### src/rtl/store_buffer_pkg.sv
// rtl/store_buffer_pkg.sv - shared sizes and entry record for the store buffer
package sb_pkg;
    localparam int DEPTH   = 4;
    localparam int ADDR_W  = 32;
    localparam int DATA_W  = 32;
    localparam int PTR_W   = $clog2(DEPTH);
    localparam int WADDR_W = ADDR_W - 2;

    typedef struct packed {
        logic [WADDR_W-1:0] waddr;
        logic [DATA_W-1:0]  data;
    } sb_entry_t;
endpackage

### src/rtl/store_buffer_if.sv
// rtl/store_buffer_if.sv - CPU data port and data_memory port seen by the store buffer
interface store_buffer_if;
    import sb_pkg::*;

    logic [ADDR_W-1:0] cpu_a;
    logic              cpu_we;
    logic              cpu_re;
    logic [DATA_W-1:0] cpu_wd;
    logic [DATA_W-1:0] cpu_rd;
    logic              stall;
    logic              empty;
    logic              flush;
    logic [ADDR_W-1:0] mem_a;
    logic              mem_we;
    logic [DATA_W-1:0] mem_wd;
    logic [DATA_W-1:0] mem_rd;
    logic              mem_ready;

    modport slave (
        input  cpu_a, cpu_we, cpu_re, cpu_wd, flush, mem_rd, mem_ready,
        output cpu_rd, stall, empty, mem_a, mem_we, mem_wd
    );

    modport master (
        output cpu_a, cpu_we, cpu_re, cpu_wd, flush, mem_rd, mem_ready,
        input  cpu_rd, stall, empty, mem_a, mem_we, mem_wd
    );
endinterface

### src/rtl/store_buffer_fifo.sv
// rtl/store_buffer_fifo.sv - circular store queue with a flat view for forwarding
module store_buffer_fifo
    import sb_pkg::*;
(
    input  logic             clk,
    input  logic             rst_n,
    input  logic             i_push,
    input  logic             i_pop,
    input  sb_entry_t        i_wr_entry,
    output sb_entry_t        o_head_entry,
    output sb_entry_t        o_entries [DEPTH],
    output logic [PTR_W-1:0] o_head,
    output logic [PTR_W:0]   o_count,
    output logic             o_full,
    output logic             o_empty
);
    sb_entry_t        r_mem [DEPTH];
    logic [PTR_W-1:0] r_head;
    logic [PTR_W-1:0] r_tail;
    logic [PTR_W:0]   r_count;

    always_ff @(posedge clk or negedge rst_n) begin
        if (!rst_n) begin
            r_head  <= '0;
            r_tail  <= '0;
            r_count <= '0;
        end else begin
            if (i_push) r_tail <= r_tail + 1'b1;
            if (i_pop)  r_head <= r_head + 1'b1;
            case ({i_push, i_pop})
                2'b10:   r_count <= r_count + 1'b1;
                2'b01:   r_count <= r_count - 1'b1;
                default: r_count <= r_count;
            endcase
        end
    end

    // Entry contents need no reset; only count-qualified slots are ever used.
    always_ff @(posedge clk) begin
        if (i_push) r_mem[r_tail] <= i_wr_entry;
    end

    assign o_head_entry = r_mem[r_head];
    assign o_entries    = r_mem;
    assign o_head       = r_head;
    assign o_count      = r_count;
    assign o_full       = (r_count == (PTR_W+1)'(DEPTH));
    assign o_empty      = (r_count == '0);
endmodule

### src/rtl/store_buffer.sv
// rtl/store_buffer.sv - posted-write buffer between CPU data port and data_memory
module store_buffer
    import sb_pkg::*;
(
    input  logic           clk,
    input  logic           rst_n,
    store_buffer_if.slave  bus
);
    sb_entry_t        w_head_entry;
    sb_entry_t        w_entries [DEPTH];
    sb_entry_t        w_wr_entry;
    logic [PTR_W-1:0] w_head;
    logic [PTR_W-1:0] w_idx;
    logic [PTR_W:0]   w_count;
    logic             w_full;
    logic             w_empty;
    logic             w_load;
    logic             w_drain;
    logic             w_pop;
    logic             w_push;
    logic             w_stall;
    logic             w_fwd_hit;
    logic [DATA_W-1:0] w_fwd_data;

    store_buffer_fifo u_fifo (
        .clk          (clk),
        .rst_n        (rst_n),
        .i_push       (w_push),
        .i_pop        (w_pop),
        .i_wr_entry   (w_wr_entry),
        .o_head_entry (w_head_entry),
        .o_entries    (w_entries),
        .o_head       (w_head),
        .o_count      (w_count),
        .o_full       (w_full),
        .o_empty      (w_empty)
    );

    // A load owns the memory port; a store request never blocks draining.
    assign w_load  = bus.cpu_re & ~bus.cpu_we;
    assign w_drain = ~w_load & ~w_empty;
    assign w_pop   = w_drain & bus.mem_ready;

    assign w_stall = (bus.cpu_we & w_full & ~w_pop) | (bus.flush & ~w_empty);
    assign w_push  = bus.cpu_we & ~w_stall;

    assign w_wr_entry = '{waddr: bus.cpu_a[ADDR_W-1:2], data: bus.cpu_wd};

    assign bus.mem_we = w_drain;
    assign bus.mem_a  = w_drain ? {w_head_entry.waddr, 2'b00} : bus.cpu_a;
    assign bus.mem_wd = w_head_entry.data;
    assign bus.stall  = w_stall;
    assign bus.empty  = w_empty;

    // Oldest to youngest, so a later match overrides an earlier one.
    always_comb begin
        w_fwd_hit  = 1'b0;
        w_fwd_data = '0;
        w_idx      = '0;
        for (int i = 0; i < DEPTH; i++) begin
            w_idx = w_head + PTR_W'(i);
            if (((PTR_W+1)'(i) < w_count) &&
                (w_entries[w_idx].waddr == bus.cpu_a[ADDR_W-1:2])) begin
                w_fwd_hit  = 1'b1;
                w_fwd_data = w_entries[w_idx].data;
            end
        end
    end

    assign bus.cpu_rd = w_fwd_hit ? w_fwd_data : bus.mem_rd;
endmodule

### src/flat_wrapper.sv
// flat-port wrapper written by rule: the top's interface ports become plain ports
module store_buffer_flat import sb_pkg::*;
  (clk, rst_n, bus_cpu_a, bus_cpu_we, bus_cpu_re, bus_cpu_wd, bus_flush, bus_mem_rd, bus_mem_ready, bus_cpu_rd, bus_stall, bus_empty, bus_mem_a, bus_mem_we, bus_mem_wd);
  store_buffer_if bus_i ();
  input  logic clk;
  input  logic rst_n;
  input wire logic [$bits(bus_i.cpu_a)-1:0] bus_cpu_a;
  input wire logic [$bits(bus_i.cpu_we)-1:0] bus_cpu_we;
  input wire logic [$bits(bus_i.cpu_re)-1:0] bus_cpu_re;
  input wire logic [$bits(bus_i.cpu_wd)-1:0] bus_cpu_wd;
  input wire logic [$bits(bus_i.flush)-1:0] bus_flush;
  input wire logic [$bits(bus_i.mem_rd)-1:0] bus_mem_rd;
  input wire logic [$bits(bus_i.mem_ready)-1:0] bus_mem_ready;
  output wire logic [$bits(bus_i.cpu_rd)-1:0] bus_cpu_rd;
  output wire logic [$bits(bus_i.stall)-1:0] bus_stall;
  output wire logic [$bits(bus_i.empty)-1:0] bus_empty;
  output wire logic [$bits(bus_i.mem_a)-1:0] bus_mem_a;
  output wire logic [$bits(bus_i.mem_we)-1:0] bus_mem_we;
  output wire logic [$bits(bus_i.mem_wd)-1:0] bus_mem_wd;
  assign bus_i.cpu_a = bus_cpu_a;
  assign bus_i.cpu_we = bus_cpu_we;
  assign bus_i.cpu_re = bus_cpu_re;
  assign bus_i.cpu_wd = bus_cpu_wd;
  assign bus_i.flush = bus_flush;
  assign bus_i.mem_rd = bus_mem_rd;
  assign bus_i.mem_ready = bus_mem_ready;
  assign bus_cpu_rd = bus_i.cpu_rd;
  assign bus_stall = bus_i.stall;
  assign bus_empty = bus_i.empty;
  assign bus_mem_a = bus_i.mem_a;
  assign bus_mem_we = bus_i.mem_we;
  assign bus_mem_wd = bus_i.mem_wd;
  store_buffer u_core (.clk(clk), .rst_n(rst_n), .bus(bus_i));
endmodule
### config.mk
export PLATFORM = sky130hd
export DESIGN_NAME = store_buffer_flat
export DESIGN_NICKNAME = d
export VERILOG_FILES = /design/src/rtl/store_buffer_pkg.sv /design/src/rtl/store_buffer_if.sv /design/src/rtl/store_buffer_fifo.sv /design/src/rtl/store_buffer.sv /design/src/flat_wrapper.sv
export SDC_FILE = /design/constraint.sdc
export NUM_CORES = 1
export LEC_CHECK = 0
export CORE_MARGIN = 4
export CORE_UTILIZATION = 50
export CTS_CLUSTER_DIAMETER = 50
export DETAILED_ROUTE_END_ITERATION = 8
export GPL_TIMING_DRIVEN = 0
export PLACE_DENSITY = 0.8
export SYNTH_ARGS = -nofsm -noshare
export SYNTH_HDL_FRONTEND = slang
export SYNTH_SLANG_ARGS = --single-unit
### constraint.sdc
create_clock -name clk -period 4.8 [get_ports clk]
set_input_delay 0.48 -clock clk [delete_from_list [all_inputs] [get_ports clk]]
set_output_delay 0.48 -clock clk [all_outputs]
set_load 0.1 [all_outputs]
======== After elaboration in Yosys (flattened, before gate mapping) ========
Index checks and enable logic that the tools add are counted.
word-level totals
  register bits ........................... 255
  output and inout port bits .............. 99
  word-level logic and storage cells ...... 85
cells by class
  $add $sub $neg .......................... 6
  order comparisons ....................... 10
  equality and inequality tests ........... 7
  muxes and demuxes ....................... 26
  bitwise logic cells ..................... 18
  reductions and logical operators ........ 7
operators by type and width
  kind                   count
  $mux W62               9
  $bmux W62 S2           4
  $bwmux W248            1
  $mux W32               6
  $demux W62 S2          1
  $eq A30 B30 Y1         4
  $ge A3 B3 Y1 const B   5
  $not A2 Y3             5
  $and A1 B1 Y1          7
  $lt A1 B3 Y1 const A   2
  $lt A2 B3 Y1 const A   2
  $pmux W3 S2            1
  $logic_and A1 B1 Y1    5
  $not A1 Y1             5
  $add A2 B1 Y2 const B  2
  $add A2 B2 Y2 const B  2
  $mux W1                4
  $add A3 B1 Y3 const B  1
  $eq A3 B3 Y1 const B   1
  $logic_not A3 Y1       1
  $lt A3 B1 Y1 const B   1
  $sub A3 B1 Y3 const B  1
  $eq A2 B1 Y1 const B   1
  $eq A2 B2 Y1 const B   1
  other kinds (2)        2

======== Longest topological paths before layout ========
  depth after elaboration ................. 12
  mapped depth ............................ 17
  gate-level depth less buffers ........... 12

======== By module ========
From an unflattened synthesis, not the netlist that was laid out.
second synthesis, totals
  cells, all modules ...................... 1458
  area, all modules ....................... 18280.0 um2
by module, submodules not included
  module             times used  cells an instance  area each (um2)  sequential area each (um2)
  store_buffer_fifo  1           360                9420.3           7622.3
  store_buffer       1           1098               8859.7           0.0

======== Worst setup path after synthesis ========
OpenSTA, ideal clock, no wires.
  path kind ............................... reg2out
  start point ............................. register u_core.u_fifo.r_count[0], in the netlist u_core.u_fifo.o_count[0]
  end point ............................... output port bus_mem_a[12]
  arrival time ............................ 5.593 ns
  path slack .............................. -1.273 ns
  cell stages (with the launch flop) ...... 7
  path buffers ............................ 1
  path through ............................ dfrtp_1 inv_1 ha_1 nor2b_1 a21oi_1 clkbuf_1 o21ai_0
between the ends
  longest elaborated chain between the ends .. 4
ends and longest elaborated chain
  what                      RTL line                 RTL
  start: declaration        store_buffer_fifo.sv:20  logic [PTR_W:0] r_count;
  start signal: assignment  store_buffer_fifo.sv:31  2'b10: r_count <= r_count + 1'b1;
  start signal: assignment  store_buffer_fifo.sv:32  2'b01: r_count <= r_count - 1'b1;
  start signal: assignment  store_buffer_fifo.sv:33  default: r_count <= r_count;
  $logic_not A3 Y1          store_buffer_fifo.sv:48  assign o_empty = (r_count == '0);
  net bus_empty             flat_wrapper.sv:16       output wire logic [$bits(bus_i.empty)-1:0] bus_empty;
  $not A1 Y1                store_buffer.sv:41       assign w_drain = ~w_load & ~w_empty;
  $and A1 B1 Y1             store_buffer.sv:41
  net bus_mem_we            flat_wrapper.sv:18       output wire logic [$bits(bus_i.mem_we)-1:0] bus_mem_we;
  $mux W32                  store_buffer.sv:50       assign bus.mem_a = w_drain ? {w_head_entry.waddr, 2'b00} : bus.cpu_a;
  end: declaration          flat_wrapper.sv:17       output wire logic [$bits(bus_i.mem_a)-1:0] bus_mem_a;
The timed path passes the listed nets, and every way through them passes these cells.

======== Worst setup path in the final report ========
  start point ............................. register u_core.u_fifo.r_head[1], in the netlist u_core.u_fifo.o_head[1]
  end point ............................... output port bus_cpu_rd[10]
between the ends
  longest elaborated chain between the ends .. 11
  elaborated cells between the ends (all ways) .. 36
ends and longest elaborated chain
  what                                                                     RTL line                                                    RTL
  start: declaration                                                       store_buffer_fifo.sv:18                                     logic [PTR_W-1:0] r_head;
  start signal: assignment                                                 store_buffer_fifo.sv:29                                     if (i_pop) r_head <= r_head + 1'b1;
  $add A2 B1 Y2 / $not A2 Y3 (equally long branches)                       store_buffer.sv:61, store_buffer.sv:63, store_buffer.sv:65
  $not A2 Y3 (implied by the code) / $bmux W62 S2 (equally long branches)  store_buffer.sv:63, store_buffer.sv:65
  $bmux W62 S2 / $mux W62 (equally long branches)                          store_buffer.sv:63, store_buffer.sv:65
  $mux W62 (implied by the code)                                           store_buffer.sv:63                                          (w_entries[w_idx].waddr == bus.cpu_a[ADDR_W-1:2])) begin
  $mux W62 (implied by the code) / $eq A30 B30 Y1 (equally long branches)  store_buffer.sv:63
  $eq A30 B30 Y1 / $logic_and A1 B1 Y1 (equally long branches)             store_buffer.sv:63, store_buffer.sv:62
  $logic_and A1 B1 Y1, or another cell as far along                        store_buffer.sv:62                                          if (((PTR_W+1)'(i) < w_count) &&
  $mux W32 / $mux W1 (equally long branches) (3 in a row)                  store_buffer.sv:62
  $mux W32 (*)                                                             store_buffer.sv:70                                          assign bus.cpu_rd = w_fwd_hit ? w_fwd_data : bus.mem_rd;
  end: declaration                                                         flat_wrapper.sv:14                                          output wire logic [$bits(bus_i.cpu_rd)-1:0] bus_cpu_rd;
Mark *: on every way between the ends. The rest lies on a longest branch, timed or not. The select of a mux whose other input is x is not followed.

==> results.yml <==
yosys:
  synth-edff-count: 248
  netlist_instances: 1476
  yosys_register_bits: 255
  synthArstFlopShare_pct: 2.75
  syn_avg_cell_area_um2: 12.1
  yosysWarnings: 0
  synth.distinct_cells: 64
  synthesis.area_um2: 17900
  ys.flop_type: "edfxtp_1"
  syn_nets: 1587
  yosysSeqAreaShare_pct: 42.6
critical_path:
  cp_max_fo: 9
  critPathKind: "reg -> out"
  cp.required_ps: 4320
  path_cells: "buf_12, buf_12, buf_12, buf_12, buf_12, mux2i_4, mux2i_4, xor2_1, nor4_2, nand4_1, nor4_4, buf_4, o31ai_4, or2_1, buf_6, buf_6, buf_12, o31ai_4, buf_12"
  r2r-start: "u_core.u_fifo.o_head[0]"
  setup.worst_path.end: "bus_cpu_rd[10]"
  r2r_cells: 8
  cp_common_cell: "buf_12"
  start_kind: "flop"
  crit_arrival_ps: 4590
  end_kind: "output port"
  rr_endpoint: "u_core.u_fifo.o_head[0]"
  slowest_stage: "dfrtp_1"
  critPathMaxStageDelay_ps: 410
  r2r_slack_ps: 1600
  startpoint: "u_core.u_fifo.o_head[1]"
sta:
  setup_viol: 32
  timing.slew.headroom_pct: 32.8
  finalClockSkew_ps: 14.4
  timing.hold.ws_ps: 231
  rsz0062_at_grt: "true"
  fin_ws_ps: -271
  fin_crit_sh_pct: 106
  report.final.slew_viol_count: 0
  layout_min_cycle_time_ps: 5070
  hold_viol_final: 0
  worst_slew_pin_slew_ps: 1000
  max_freq_mhz: 197
clocking:
  cts.sinks: 255
  cts_buffers: 34
  cts.clk_slew.worst_paths_ps: 60
  cts_buffer_depth: 3
  cts_tree: "built"
  clock-root-buffer: "clkbuf_16"
  cts.htree.levels: 2
  insertion_delay_ps: 520
grt:
  grt_overflow: 0
  antenna_found_initial: 2
  grt_pass1_vias: 15400
  grt_use_total_pct: 33.6
  grt_max_degree: 44
  grt_pass1_wl_mm: 98.7
pwr:
  ir_worst_vdd_mv: 0.797
  finalPower_mw: 17.0
  leakagePower_nw: 9.07
  power_density_nw_per_um2: 706
die:
  core.rowCount: 69
  initial_utilization_pct: 50.5
  fp.dieW_um: 197
  dieArea_um2: 38900
  die_y_um: 197
  core_um2: 35500
  ios: 201
cells_and_area:
  fin_nets: 1889
  area_growth_pct: 34.7
  layout-drive-gt1-share_pct: 33.4
  post-route-util_pct: 68.0
  final_cells: 2262
  design_area_um2: 24100
placed_design:
  place_area_um2: 20800
  dp_hpwl_mm: 45.8
  gp_congestion: 0.983
  post-place-cells: 2141
  port-buffer-count: 200
detailed_routing:
  vias: 15500
  drt_iter0_markers: 1771
  wl_mm: 67.4
  final_antenna_net_count: 0
  vias_per_cell: 6.83
  drc: 0
  firstDrtPassIters: 5
  wl_per_cell_um: 29.8
status:
  violations: "setup timing"
  status: "finished with violations"
hold_path:
  hp-class: "in -> async"
job:
  cap_violations: 0
## synth_stat cells (all sizes together) (12+ instances only)
master	n	share of area [%]
nor4	14	0.61
o31ai	25	1.7
a21boi	24	1.0
a31oi	26	0.91
o21ai	25	0.70
edfxtp	248	42
or3	46	1.6
and2	12	0.42
inv	36	0.75
a31o	23	1.1
mux2	39	2.5
buf	70	2.5
a21oi	61	1.7
nand3	27	0.75
mux4	99	12
o211a	23	1.3
xnor2	95	4.6
nor2	25	0.52
nand2	108	2.3
mux2i	190	11
a221oi	24	1.2
clkbuf	75	1.6
and3	27	0.94
nand4	21	0.73
xor2	23	1.1
## metal layers
metal	wire [um]	vias up	track usage, %
met4	3350	2	13.3
met2	32400	1155	55.8
met1	24800	7637	43.6
li1	-	6413	-
met5	11	-	0
met3	6900	244	6.70
## worst max-delay path, delay by kind of cell (launching register included)
| kind | cells | cell delay [ps] |
|---|---|---|
| mux | 2 | 370 |
| xor+xnor | 1 | 180 |
| simple gates | 4 | 1150 |
| compound gates | 2 | 380 |
| flops | 1 | 410 |
| buf+inv | 10 | 1540 |
## kinds of logic after synthesis
family	synth area share, %
simple gates	8.54
buf+inv	4.86
mux	25.5
compound gates	12.1
fa+ha+maj	0.629
xor+xnor	5.77
flops	42.6
## through the flow
| step | setup WS (ps) | setup TNS (ps) |
|---|---|---|
| after floorplan | -824 | -8780 |
| after global placement | -2100 | -103360 |
| after detailed placement | -1720 | -82450 |
| after CTS | -143 | -1910 |
| after global routing | -322 | -7080 |
| final | -271 | -4720 |
## power breakdown
group          total (mW)  switching, mW  internal, mW
sequential           2.99          0.209          2.78
clock                2.48          0.991          1.49
combinational        11.6           7.46          4.10
total                17.0           8.66          8.37
## sequential cells by signal, indices dropped and copies added (netlist names)
register and cells:
u_core.u_fifo.o_count 3, u_core.u_fifo.o_head 2, u_core.u_fifo.r_tail 2, u_core.u_fifo.o_entries 248
## placed cells by master, fill, tap and decap left out, types with 9 or more instances in the layout
cell type and n:
mux2i_1 170, nand4_1 21, o31ai_4 24, buf_8 9, mux2_2 39, buf_12 43
a21boi_2 14, inv_1 36, buf_6 24, clkbuf_2 22, o211a_1 23, clkbuf_16 35
and3_1 23, a31oi_1 20, xnor2_1 76, a221oi_1 9, xnor2_2 14, clkbuf_4 23
xor2_1 20, a31o_2 23, mux4_2 99, edfxtp_1 248, mux2i_2 14, nand2_1 104
o21ai_0 15, buf_4 71, buf_2 9, a21oi_1 37, and2_1 11, nor2_1 24
nand3_1 25, a221oi_2 14, a21oi_2 21, ha_1 9, clkbuf_1 42, clkdlybuf4s50_1 135
o31a_1 9, o211ai_1 9, or3_1 46, clkbuf_8 13
## cell type report
class / instances / area (um^2)
Clock inverter: 17 / 179
Fill cell: 2529 / 11400
Timing Repair Buffer: 268 / 2990
Antenna cell: 2 / 5.00
Inverter: 36 / 135
Sequential cell: 255 / 7620
Clock buffer: 40 / 915
Buffer: 143 / 1130
Multi-Input combinational cell: 1040 / 10600
Tap cell: 461 / 577
## what timing repair did
action | CTS | global route
pin swaps | 42 | 27
gates cloned | 8 | 0
setup buffers | 39 | 20
hold buffers | 0 | 0
setup endpoints to repair | 85 | 59
gates resized for setup | 686 | 131
## worst min path at each step
stage	startpoint	to	slack, ps	depth (start not counted)
finish	rst_n	u_core.u_fifo.o_count[2]	230	1
global route	rst_n	u_core.u_fifo.o_head[1]	230	1
CTS	rst_n	u_core.u_fifo.o_count[2]	220	1
detailed placement	u_core.u_fifo.o_count[1]	u_core.u_fifo.o_count[1]	590	2
global placement	u_core.u_fifo.o_count[1]	u_core.u_fifo.o_count[1]	580	2
floorplan	rst_n	u_core.u_fifo.o_count[0]	180	0
Power figures use the tool's default switching activity.
